## src/rtl/lsu.sv

```systemverilog
// Load/store unit: takes one memory operation at a time from the EXU, checks
// its alignment, runs a single-outstanding bus transaction, and returns
// formatted load data to the GPR file as a one-cycle writeback pulse.
//
// Handshakes: a transfer happens on a rising edge where both valid and ready
// are high. Valid, once raised, keeps its payload stable until that edge.
// Ready may depend on state but never on the partner's valid.
//   lsu_rx_*  : EXU -> LSU, accepted only while IDLE.
//   dbus_req_*: LSU -> bus, one request per operation.
//   dbus_rsp_*: bus -> LSU, single-beat response, only observed in RSP.
module lsu (
    input  logic        clk,
    input  logic        rst,
    input  logic        lsu_rx_valid,
    output logic        lsu_rx_ready,
    input  logic        lsu_rx_is_load,
    input  logic        lsu_rx_is_store,
    input  logic [2:0]  lsu_rx_funct3,
    input  logic [31:0] lsu_rx_addr,
    input  logic [31:0] lsu_rx_wdata,
    input  logic [4:0]  lsu_rx_rd_idx,
    output logic        dbus_req_valid,
    input  logic        dbus_req_ready,
    output logic [31:0] dbus_req_addr,
    output logic        dbus_req_we,
    output logic [3:0]  dbus_req_wstrb,
    output logic [31:0] dbus_req_wdata,
    input  logic        dbus_rsp_valid,
    input  logic [31:0] dbus_rsp_rdata,
    output logic [31:0] lsu_tx_mem,
    output logic        lsu_tx_mem_valid,
    output logic [4:0]  lsu_tx_rd_idx,
    output logic        lsu_tx_fault,
    output logic [31:0] lsu_tx_fault_addr,
    output logic        lsu_tx_busy
);

    typedef enum logic [2:0] {
        ST_IDLE  = 3'd0,
        ST_REQ   = 3'd1,
        ST_RSP   = 3'd2,
        ST_WB    = 3'd3,
        ST_FAULT = 3'd4
    } lsu_state_t;

    lsu_state_t state_q;
    lsu_state_t state_d;

    // Latched operation attributes needed after the accept edge.
    logic       ld_q;
    logic [2:0] f3_q;
    logic [1:0] off_q;
    logic [4:0] rd_q;

    // Next values of the registered control outputs.
    logic ready_d;
    logic req_valid_d;
    logic mem_valid_d;
    logic fault_d;
    logic busy_d;

    logic        accept;
    logic        rx_fault;
    logic        kind_bad;
    logic        f3_bad;
    logic        misaligned;
    logic [3:0]  fmt_wstrb;
    logic [31:0] fmt_wdata;
    logic [31:0] lane;
    logic [31:0] load_fmt;

    // Ready is the registered output, so nothing is accepted in the first
    // cycle after reset even though the state is already IDLE.
    assign accept = (state_q == ST_IDLE) && lsu_rx_valid && lsu_rx_ready;

    // Classify the incoming operation: bad kind, bad funct3 or misalignment.
    always_comb begin
        kind_bad   = (lsu_rx_is_load == lsu_rx_is_store);
        f3_bad     = 1'b0;
        misaligned = 1'b0;
        if (lsu_rx_is_load) begin
            f3_bad = !(lsu_rx_funct3 inside {3'b000, 3'b001, 3'b010, 3'b100, 3'b101});
        end else begin
            f3_bad = !(lsu_rx_funct3 inside {3'b000, 3'b001, 3'b010});
        end
        // funct3[1:0] encodes access size for every legal encoding.
        if (lsu_rx_funct3[1:0] == 2'b01) begin
            misaligned = lsu_rx_addr[0];
        end else if (lsu_rx_funct3[1:0] == 2'b10) begin
            misaligned = (lsu_rx_addr[1:0] != 2'b00);
        end
        rx_fault = kind_bad || f3_bad || misaligned;
    end

    // Store byte enables and lane-replicated data; loads request no bytes.
    always_comb begin
        fmt_wstrb = 4'b0000;
        fmt_wdata = 32'h0;
        if (lsu_rx_is_store) begin
            case (lsu_rx_funct3[1:0])
                2'b00: begin
                    fmt_wstrb = 4'b0001 << lsu_rx_addr[1:0];
                    fmt_wdata = {4{lsu_rx_wdata[7:0]}};
                end
                2'b01: begin
                    fmt_wstrb = lsu_rx_addr[1] ? 4'b1100 : 4'b0011;
                    fmt_wdata = {2{lsu_rx_wdata[15:0]}};
                end
                default: begin
                    fmt_wstrb = 4'b1111;
                    fmt_wdata = lsu_rx_wdata;
                end
            endcase
        end
    end

    // Shift the addressed bytes down to bit 0 and extend to 32 bits.
    always_comb begin
        lane     = dbus_rsp_rdata >> {off_q, 3'b000};
        load_fmt = dbus_rsp_rdata;
        case (f3_q)
            3'b000:  load_fmt = {{24{lane[7]}}, lane[7:0]};
            3'b001:  load_fmt = {{16{lane[15]}}, lane[15:0]};
            3'b100:  load_fmt = {24'h0, lane[7:0]};
            3'b101:  load_fmt = {16'h0, lane[15:0]};
            default: load_fmt = dbus_rsp_rdata;
        endcase
    end

    // State register.
    always_ff @(posedge clk) begin
        if (rst) begin
            state_q <= ST_IDLE;
        end else begin
            state_q <= state_d;
        end
    end

    // Next-state logic.
    always_comb begin
        state_d = state_q;
        case (state_q)
            ST_IDLE: begin
                if (accept) begin
                    state_d = rx_fault ? ST_FAULT : ST_REQ;
                end
            end
            ST_REQ: begin
                if (dbus_req_ready) begin
                    state_d = ST_RSP;
                end
            end
            ST_RSP: begin
                if (dbus_rsp_valid) begin
                    state_d = ld_q ? ST_WB : ST_IDLE;
                end
            end
            ST_WB:    state_d = ST_IDLE;
            ST_FAULT: state_d = ST_IDLE;
            default:  state_d = ST_IDLE;
        endcase
    end

    // Control outputs are a function of the state being entered, so they can
    // be registered alongside the state and still line up with it.
    always_comb begin
        ready_d     = (state_d == ST_IDLE);
        req_valid_d = (state_d == ST_REQ);
        mem_valid_d = (state_d == ST_WB);
        fault_d     = (state_d == ST_FAULT);
        busy_d      = (state_d != ST_IDLE);
    end

    // Register the control outputs.
    always_ff @(posedge clk) begin
        if (rst) begin
            lsu_rx_ready     <= 1'b0;
            dbus_req_valid   <= 1'b0;
            lsu_tx_mem_valid <= 1'b0;
            lsu_tx_fault     <= 1'b0;
            lsu_tx_busy      <= 1'b0;
        end else begin
            lsu_rx_ready     <= ready_d;
            dbus_req_valid   <= req_valid_d;
            lsu_tx_mem_valid <= mem_valid_d;
            lsu_tx_fault     <= fault_d;
            lsu_tx_busy      <= busy_d;
        end
    end

    // Latch the operation on accept and capture formatted load data on the
    // response; request fields therefore stay put while the bus stalls.
    always_ff @(posedge clk) begin
        if (rst) begin
            ld_q              <= 1'b0;
            f3_q              <= 3'b000;
            off_q             <= 2'b00;
            rd_q              <= 5'd0;
            dbus_req_addr     <= 32'h0;
            dbus_req_we       <= 1'b0;
            dbus_req_wstrb    <= 4'b0000;
            dbus_req_wdata    <= 32'h0;
            lsu_tx_fault_addr <= 32'h0;
            lsu_tx_mem        <= 32'h0;
            lsu_tx_rd_idx     <= 5'd0;
        end else begin
            if (accept) begin
                ld_q  <= lsu_rx_is_load;
                f3_q  <= lsu_rx_funct3;
                off_q <= lsu_rx_addr[1:0];
                rd_q  <= lsu_rx_rd_idx;
                if (rx_fault) begin
                    lsu_tx_fault_addr <= lsu_rx_addr;
                end else begin
                    dbus_req_addr  <= {lsu_rx_addr[31:2], 2'b00};
                    dbus_req_we    <= lsu_rx_is_store;
                    dbus_req_wstrb <= fmt_wstrb;
                    dbus_req_wdata <= fmt_wdata;
                end
            end
            if ((state_q == ST_RSP) && dbus_rsp_valid && ld_q) begin
                lsu_tx_mem    <= load_fmt;
                lsu_tx_rd_idx <= rd_q;
            end
        end
    end

endmodule

```

## config.mk

```make
export PLATFORM = sky130hd
export DESIGN_NAME = lsu
export DESIGN_NICKNAME = d
export VERILOG_FILES = /design/src/rtl/lsu.sv
export SDC_FILE = /design/constraint.sdc
export NUM_CORES = 1
export LEC_CHECK = 0
export BUFFER_PORTS_ARGS = -buffer_cell sky130_fd_sc_hd__buf_2
export CAP_MARGIN = 10
export CORE_MARGIN = 3
export CORE_UTILIZATION = 30
export DETAILED_ROUTE_END_ITERATION = 10
export HOLD_SLACK_MARGIN = 0.03
export PLACE_DENSITY = 0.63
export SLEW_MARGIN = 20
export SYNTH_ARGS = -nofsm -noshare
export SYNTH_HDL_FRONTEND = slang
export SYNTH_SLANG_ARGS = --single-unit
```

## constraint.sdc

```tcl
create_clock -name clk -period 1.85 [get_ports clk]
set_input_delay 0 -clock clk [delete_from_list [all_inputs] [get_ports clk]]
set_output_delay 0 -clock clk [all_outputs]
set_load 0.005 [all_outputs]
```

==> impl_metrics.yaml, run 1 <==
outcome:
  status: "complete, no violations"
pwr:
  switching_share: 0.270
  max-vdd-ir-drop_uv: 513
  comb_power_share: 0.129
  powerDensity_nw_per_um2: 781
  switchingPower_mw: 2.10
  power_frac_clock: 0.427
  p_int_mw: 5.67
  p_seq_frac: 0.444
  power.total_mw: 7.77
  power_leakage_nw: 4.32
clock_network:
  postCtsSetupBuffers: 0
  cts-root-buf: "clkbuf_16"
  h-tree-depth: 4
  clk_latency_ns: 0.42
  clock_sinks: 155
  cts_max_path_buffers: 2
  clk_pin_slew_ns: 0.07
  cts_buffers: 17
  cts_tree: "done"
timing:
  rsz0062_at_grt: "true"
  clock.fmax_ghz: 0.552
  clock_skew_ns: 0.0121
  setup_viol: 0
  hold_viol_final: 0
  period_minus_slack_ns: 1.81
  drv_slew: 0
  slew_headroom: 0.636
  fin_crit_sh: 0.979
  tightest_slew_ns: 0.547
  setup_tns_ns: 0
final_layout:
  final_util: 0.453
  finalNetCount: 1179
  final_cell_mix: "buf_2 (251), dfxtp_1 (154), dlygate4sd3_1 (109)"
  n_fill_cell: 2132
  drive_above_1_share: 0.329
  final_common_cell: "buf_2"
  stdcell_count: 1363
  syn2layout_area_growth_pct: 47.1
setup_path:
  required_ns: 2.16
  worst-setup-path-type: "in2reg"
  cp-start-kind: "input pin"
  critPathCaptureType: "flop"
  cp.arrival_ns: 2.13
  critPathMaxFanout: 39
synthesis:
  synth-edff-count: 0
  ys_seq_area_frac: 0.459
  ys_warn_count: 0
  synth_seq_cells: 155
  syn_inst: 733
  yosysUniqueCellTypes: 53
  synth_area_um2: 6760
  ys_async_sr_fraction: 0
  syn_area_per_cell_um2: 9.22
  synth_ff_type: "dfxtp_1"
floorplanning:
  start_util: 0.308
  dieHeight_um: 156
  die_w_um: 156
  io_pins: 254
  core-area_um2: 22000
  die_area_um2: 24400
  row_count: 54
grt:
  grt_pass1_wl_um: 36300
  grt_usage: 0.186
  antenna_found_initial: 1
  grt_max_degree: 83
  grt_pass1_vias: 6792
  grt_overflow: 0
place:
  numPlacedInstances: 1220
  hpwlAfterDp_um: 15400
  io_buffer_count: 251
  place.gp.congestion: 0.851
route:
  drcViolationCount: 0
  viasPerCell: 5.02
  wl_um: 23000
  ant_nets: 0
  detail_route.iter0.violations: 411
  firstDrtPassIters: 4
  vias: 6843
  post_drt_wl_per_cell_um: 16.9
job:
  maxCapViolCount: 0
hold_path:
  min_path_type: "in2reg"
-- per-stage QoR --
step	setup slack, ns	area (um^2)	hold WS, ns
2_1_floorplan	0.280	6760	0.142
3_3_place_gp	0.0941	8270	0.242
3_5_place_dp	0.0554	8270	0.246
4_1_cts	0.0430	9930	0.0302
5_1_grt	-0.0363	9940	0.0620
6_report	0.0389	9940	0.0435
-- power groups by stage --
stage | Combinational, mW | Sequential [mW] | Clock (mW)
finish | 1.00 | 3.45 | 3.32
CTS | 0.993 | 3.45 | 3.44
detailed placement | 0.800 | 3.52 | 0
floorplan | 0.456 | 3.52 | 0
global placement | 0.796 | 3.52 | 0
global route | 1.09 | 3.45 | 3.59
-- worst max-delay path: stages --
cell	delay, ns
dlygate4sd3_1	0.53
buf_2	0.15
or3b_1	0.43
o21ai_2	0.22
nand2_4	0.38
a31o_2	0.38
-- synth_stat cells, drive strengths merged, types with 2 or more instances --
| cell type | instances | area, um^2 |
|---|---|---|
| a211oi | 7 | 52.6 |
| a21o | 2 | 15.0 |
| a21oi | 49 | 245 |
| a2bb2oi | 7 | 61.3 |
| a31o | 38 | 333 |
| and2 | 2 | 12.5 |
| and3 | 2 | 12.5 |
| buf | 34 | 231 |
| clkbuf | 40 | 150 |
| dfxtp | 155 | 3100 |
| inv | 5 | 18.8 |
| mux2i | 84 | 841 |
| nand2 | 101 | 387 |
| nand2b | 10 | 62.6 |
| nand3b | 4 | 30.0 |
| nand4 | 8 | 50.1 |
| nor2 | 36 | 135 |
| nor3 | 47 | 240 |
| nor4 | 9 | 71.3 |
| o211a | 2 | 20.0 |
| o211ai | 8 | 60.1 |
| o21a | 2 | 15.0 |
| o21ai | 27 | 139 |
| o221ai | 7 | 61.3 |
| o2bb2ai | 27 | 236 |
| or2 | 2 | 12.5 |
| or3 | 2 | 12.5 |
| or3b | 2 | 17.5 |
-- cell families (layout without fill, tap and decap cells) --
group / count (synthesis) / count (layout) / synth area share
multiplexers: 85 / 85 / 0.126
AO/OA/AOI/OAI: 184 / 184 / 0.195
AND/OR/NAND/NOR: 229 / 229 / 0.160
other: 1 / 4 / 0.000555
buffers and inverters: 79 / 426 / 0.0593
flip-flops: 155 / 155 / 0.459
-- per-layer routing --
| layer | share of wire | global-route usage |
|---|---|---|
| met1 | 0.42 | 0.230 |
| met2 | 0.47 | 0.298 |
| met3 | 0.081 | 0.0644 |
| met4 | 0.026 | 0.0706 |
| met5 | 0 | 0 |
-- area by class of cell --
cell class | count | area [um^2] | area share
multi-input cells | 500 | 3280 | 0.330
flip-flops and latches | 155 | 3100 | 0.312
repair buffers | 389 | 2620 | 0.263
clock buffers | 17 | 425 | 0.0428
well taps | 280 | 350 | 0.0352
clock inverters | 15 | 138 | 0.0138
inverters | 5 | 20.0 | 0.00201
diodes | 2 | 5.00 | 0.000503
-- sequential cells by signal, summed over array words and instances, names as in the netlist --
name / count
dbus_req_addr: 30
dbus_req_valid: 1
dbus_req_wdata: 32
dbus_req_we: 1
dbus_req_wstrb: 4
f3_q: 3
ld_q: 1
lsu_rx_ready: 1
lsu_tx_busy: 1
lsu_tx_fault: 1
lsu_tx_fault_addr: 32
lsu_tx_mem: 32
lsu_tx_mem_valid: 1
lsu_tx_rd_idx: 5
off_q: 2
rd_q: 5
state_q: 3
-- what timing repair did --
action	CTS	global route
gates resized for setup	0	4
endpoints found under the setup margin	0	43
hold endpoints to repair	126	0
hold buffers	109	0
-- final timing paths --
check / from / endpoint / slack, ns / cells past startpoint
worst max-delay path: lsu_rx_funct3[2] / dbus_req_addr[11] / 0.04 / 6
worst min-delay path: lsu_rx_wdata[17] / dbus_req_wdata[17] / 0.04 / 4
worst max register to register: state_q[1] / dbus_req_addr[11] / 0.06 / 4
worst min register to register: lsu_tx_rd_idx[0] / lsu_tx_rd_idx[0] / 0.45 / 2
No activity file was read; power rests on OpenSTA's default activity.
==> run 2: changes to the inputs <==
- PLACE_DENSITY: 0.63 -> default
- PLACE_DENSITY_LB_ADDON: default -> 0.05
==> impl_metrics.yaml, run 2 (same netlist as run 1, synthesis figures left out) <==
outcome:
  status: "complete, no violations"
route:
  viasPerCell: 4.86
  wl_um: 22800
  drcViolationCount: 0
  wl_met3_um: 1550
  vias: 6578
  detail_route.iter0.violations: 266
  firstDrtPassIters: 4
  wl_met1_um: 10700
  dr_wl_met2_um: 10300
  highest_layer: "met4"
  ant_nets: 0
  post_drt_wl_per_cell_um: 16.8
place:
  io_buffer_count: 251
  place_area_um2: 8270
  place.gp.congestion: 0.747
  hpwlAfterDp_um: 15600
timing:
  tightest_slew_ns: 0.567
  setup_tns_ns: 0
  slew_headroom: 0.622
  drv_slew: 0
  hold_viol_final: 0
  whs_ns: 0.0463
  fin_crit_sh: 0.941
  setup_viol: 0
  period_minus_slack_ns: 1.74
  rsz0062_at_grt: "false"
  clock_skew_ns: 0.0132
  clock.fmax_ghz: 0.574
final_layout:
  drive_above_1_share: 0.330
  num_antenna_cells: 0
  multi_input_area_um2: 3290
  final_common_cell: "buf_2"
  n_fill_cell: 2204
  final_area_um2: 9870
  syn2layout_area_growth_pct: 46.1
  finalNetCount: 1172
  regArea_um2: 3100
  final_util: 0.449
  biggestRegsByFlops: "dbus_req_wdata (32), lsu_tx_fault_addr (32), lsu_tx_mem (32)"
  final_cell_mix: "buf_2 (251), dfxtp_1 (155), dlygate4sd3_1 (102)"
setup_path:
  worst-setup-path-type: "in2reg"
  cp-start-kind: "input pin"
  crit_buf_inv: 2
  r2r_end: "dbus_req_we"
  worstPathCellList: "dlygate4sd3_1 -> buf_2 -> or3b_1 -> o21ai_2 -> nand2_8 -> a31o_2"
  max_stage_delay_ns: 0.54
  worstReg2RegStart: "state_q[1]"
  cp-startpoint: "lsu_rx_funct3[2]"
  critPathCaptureType: "flop"
  required_ns: 2.15
  cp.depth: 6
  ff2ff_setup_slack_ns: 0.14
  cp-endpoint: "dbus_req_addr[16]"
  critPathSlowestCell: "dlygate4sd3_1"
  critPathMaxFanout: 39
  rr_worst_depth: 5
  cp.arrival_ns: 2.04
  critPathTopFamily: "simple AND/OR/NAND/NOR gates"
pwr:
  power_leakage_nw: 4.28
  max-vdd-ir-drop_uv: 569
  power.total_mw: 7.82
  powerDensity_nw_per_um2: 793
floorplanning:
  io_pins: 254
  die_area_um2: 24400
  row_count: 54
  start_util: 0.308
  core-area_um2: 22000
  die_w_um: 156
  dieHeight_um: 156
grt:
  grt_overflow: 0
  antenna_found_initial: 0
  grt_usage: 0.185
  grt_pass1_vias: 6551
  grt_pass1_wl_um: 36000
  grt_max_degree: 53
clock_network:
  clk_latency_ns: 0.41
  clock_sinks: 155
  cts_tree: "done"
  clk_pin_slew_ns: 0.06
  cts-root-buf: "clkbuf_16"
  h-tree-depth: 4
  cts_max_path_buffers: 2
  cts_buffers: 17
  postCtsSetupBuffers: 0
job:
  maxCapViolCount: 0
hold_path:
  min_path_type: "in2reg"
==> run 2: repair_timing <==
item / CTS / global route
hold buffers: 102 / 0
resized for setup: 0 / 3
endpoints found under the setup margin: 0 / 53
endpoints found under the hold margin: 117 / 0
==> run 2: per-layer routing <==
metal,vias to the layer above,GRT usage
li1,3296,-
met1,3081,0.247
met2,188,0.297
met3,13,0.0596
met4,0,0.0328
met5,-,0
==> run 2: report_power, final <==
group	total (mW)	internal [mW]	switching [mW]	leakage (nW)
Sequential	3.45	3.41	0.0403	1.25
Clock	3.39	1.88	1.51	0.265
Combinational	0.987	0.487	0.500	2.76
==> run 2: area by class of cell <==
cell class,count,area share
clock buffers,17,0.0431
clock inverters,14,0.0139
inverters,5,0.00203
multi-input cells,500,0.333
flip-flops and latches,155,0.314
well taps,280,0.0355
repair buffers,382,0.258
==> run 2: tightest hold or removal path, cell delays in order <==
cell     delay [ns]
buf_2          0.13
nand2_1        0.07
nor3_1         0.04
a21oi_1        0.10
o21ai_0        0.07
==> run 2: worst min path at each step <==
| stage | cells past startpoint | endpoint | start | slack (ns) |
|---|---|---|---|---|
| 2_1_floorplan | 2 | lsu_tx_fault_addr[0] | lsu_rx_addr[0] | 0.14 |
| 3_3_place_gp | 3 | rd_q[3] | lsu_rx_rd_idx[3] | 0.25 |
| 3_5_place_dp | 3 | rd_q[3] | lsu_rx_rd_idx[3] | 0.26 |
| 4_1_cts | 5 | lsu_tx_mem[17] | dbus_rsp_rdata[17] | 0.03 |
| 5_1_grt | 5 | lsu_tx_mem[23] | dbus_rsp_rdata[23] | 0.05 |
| 6_report | 5 | lsu_tx_mem[20] | dbus_rsp_rdata[20] | 0.05 |
==> run 2: metrics by stage <==
| step | worst slack (ns) | std cells |
|---|---|---|
| 5_1_grt | 0.00864 | 1353 |
| 2_1_floorplan | 0.280 | 734 |
| 3_3_place_gp | 0.0405 | 1220 |
| 6_report | 0.109 | 1353 |
| 3_5_place_dp | 0.0165 | 1220 |
| 4_1_cts | 0.0152 | 1353 |
==> run 3: changes to the inputs <==
- ABC_AREA: default -> 1
- PLACE_DENSITY: default -> 0.56
- PLACE_DENSITY_LB_ADDON: 0.05 -> default
==> impl_metrics.yaml, run 3 <==
clock_network:
  cts-root-buf: "clkbuf_16"
  cts_tree: "done"
  cts_buffers: 17
  cts_max_path_buffers: 2
  h-tree-depth: 4
  clock_sinks: 155
  postCtsSetupBuffers: 0
  clk_pin_slew_ns: 0.07
  clk_latency_ns: 0.42
setup_path:
  rr_worst_depth: 7
  cp.arrival_ns: 2.12
  critPathCaptureType: "flop"
  crit_path_frequent_cell: "dlygate4sd3_1"
  critPathMaxFanout: 32
  critPathSlowestCell: "dlygate4sd3_1"
  worst-setup-path-type: "in2reg"
  r2r_end: "dbus_req_addr[28]"
  worstReg2RegStart: "state_q[1]"
  worstPathCellList: "dlygate4sd3_1 -> buf_2 -> inv_2 -> buf_4 -> o211ai_1 -> dlygate4sd3_1 -> nor2_1 -> nand2_1 -> a21oi_1"
  ff2ff_setup_slack_ns: 0.22
  max_stage_delay_ns: 0.56
  required_ns: 2.20
  cp-start-kind: "input pin"
route:
  viasPerCell: 4.68
  post_drt_wl_per_cell_um: 14.8
  ant_nets: 0
  firstDrtPassIters: 5
  vias: 7391
  drcViolationCount: 0
  wl_um: 23400
  detail_route.iter0.violations: 354
floorplanning:
  row_count: 54
  dieHeight_um: 156
  core-area_um2: 22000
  io_pins: 254
  start_util: 0.308
  die_w_um: 156
  die_area_um2: 24400
final_layout:
  finalNetCount: 1397
  num_antenna_cells: 0
  final_common_cell: "buf_2"
  final_area_um2: 9970
  stdcell_count: 1579
  syn2layout_area_growth_pct: 47.1
  final_util: 0.453
  final_cell_mix: "buf_2 (251), nor2_1 (175), nand2_1 (165)"
  drive_above_1_share: 0.253
  biggestRegsByFlops: "dbus_req_wdata (32), lsu_tx_fault_addr (32), lsu_tx_mem (32)"
pwr:
  p_seq_frac: 0.417
  switching_share: 0.258
  switchingPower_mw: 2.18
  power.total_mw: 8.43
  max-vdd-ir-drop_uv: 488
  p_int_mw: 6.26
  comb_power_share: 0.142
  power_leakage_nw: 4.71
  power_frac_clock: 0.442
  powerDensity_nw_per_um2: 846
place:
  io_buffer_count: 251
  place.gp.congestion: 0.870
  place_area_um2: 8310
  numPlacedInstances: 1444
  hpwlAfterDp_um: 15800
  pre_cts_slack_ns: 0.221
synthesis:
  synth_ff_type: "dfxtp_1"
  syn_area_per_cell_um2: 7.11
  yosysMostFrequentCell: "nor2_1"
  ys_warn_count: 0
  synth_area_um2: 6780
  yosysUniqueCellTypes: 30
  netlist.area_leader.share: 0.458
  synth-edff-count: 0
  ys_async_sr_fraction: 0
  synth_common_cells: "nor2_1 (175), nand2_1 (165), dfxtp_1 (155), o21ai_0 (109), a21oi_1 (73)"
  ys_seq_area_frac: 0.458
  synth_area_leader_cell: "dfxtp_1"
  synth_seq_cells: 155
  syn_inst: 953
  synth_area_leaders: "dfxtp_1 (46%), nor2_1 (9.7%), nand2_1 (9.1%)"
hold_path:
  min_path_type: "in2reg"
  hp-start: "lsu_rx_wdata[27]"
  min_path_cells: 5
  min_to: "dbus_req_wdata[27]"
timing:
  setup_viol: 0
  tightest_slew_ns: 0.569
  setup_tns_ns: 0
  whs_ns: 0.0455
  hold_viol_final: 0
  clock.fmax_ghz: 0.565
  fin_ws_ns: 0.0801
  rsz0062_at_grt: "false"
  clock_skew_ns: 0.0116
  slew_headroom: 0.621
  period_minus_slack_ns: 1.77
  fin_crit_sh: 0.957
  drv_slew: 0
job:
  maxCapViolCount: 0
grt:
  grt_pass1_wl_um: 37300
  antenna_found_initial: 0
  grt_pass1_vias: 7177
  grt_usage: 0.188
  grt_max_degree: 61
  grt_overflow: 0
outcome:
  status: "complete, no violations"
run 3: cell types whose count changed after synthesis, sizes merged, moves of 25 or more:
cell / delta
nor2: +142
nand3: +43
nor3: -45
o2bb2ai: -27
mux2i: -84
a31o: -38
a21oi: +25
inv: +63
o21ai: +108
nand2: +68
run 3: worst max-delay path: cells and delay by family:
family / cells / cell delay, ns
AOI/OAI and AO/OA: 2 / 0.26
buffers and inverters: 5 / 1.69
and+or+nand+nor: 2 / 0.15
run 3: what timing repair did:
action / 4_1_cts / 5_1_grt
gates resized for setup: 0 / 0
hold buffers: 103 / 0
hold endpoints to repair: 130 / 0
run 3: worst max-delay path by stage:
stage,startpoint,to,depth (start not counted)
after floorplan,off_q[0],lsu_tx_mem[31],8
after global placement,state_q[1],dbus_req_addr[30],7
after detailed placement,state_q[1],dbus_req_addr[30],7
after CTS,lsu_rx_funct3[1],dbus_req_wdata[29],9
after global routing,state_q[1],dbus_req_addr[28],7
final,lsu_rx_funct3[1],dbus_req_wdata[29],9
run 3: per-layer routing:
layer	global-route usage	share of wire	vias up
met5	0	0	-
met4	0.0550	0.023	0
met3	0.0584	0.072	37
met2	0.312	0.46	266
met1	0.236	0.44	3326
li1	-	-	3762
run 3: cell families (layout without fill, tap and decap cells):
logic type / count (synthesis) / after routing / share of synthesized area
AND/OR/NAND/NOR: 401 / 401 / 0.242
AO/OA/AOI/OAI: 260 / 260 / 0.210
flip-flops: 155 / 155 / 0.458
buffers and inverters: 136 / 481 / 0.0893
other: 1 / 2 / 0.000553
run 3: final cells by class:
cell class	count	area, um^2
Inverter	70	263
Sequential cell	155	3100
Clock inverter	14	194
Fill cell	2267	12100
Tap cell	280	350
Clock buffer	18	429
Timing Repair Buffer	379	2550
Multi-Input combinational cell	663	3080
run 3: power by group through the flow:
stage / Clock [mW] / Combinational (mW) / Sequential, mW
finish: 3.72 / 1.19 / 3.52
global placement: 0 / 1.01 / 3.59
CTS: 3.83 / 1.19 / 3.52
floorplan: 0 / 0.577 / 3.59
detailed placement: 0 / 1.02 / 3.59
global route: 3.96 / 1.34 / 3.53
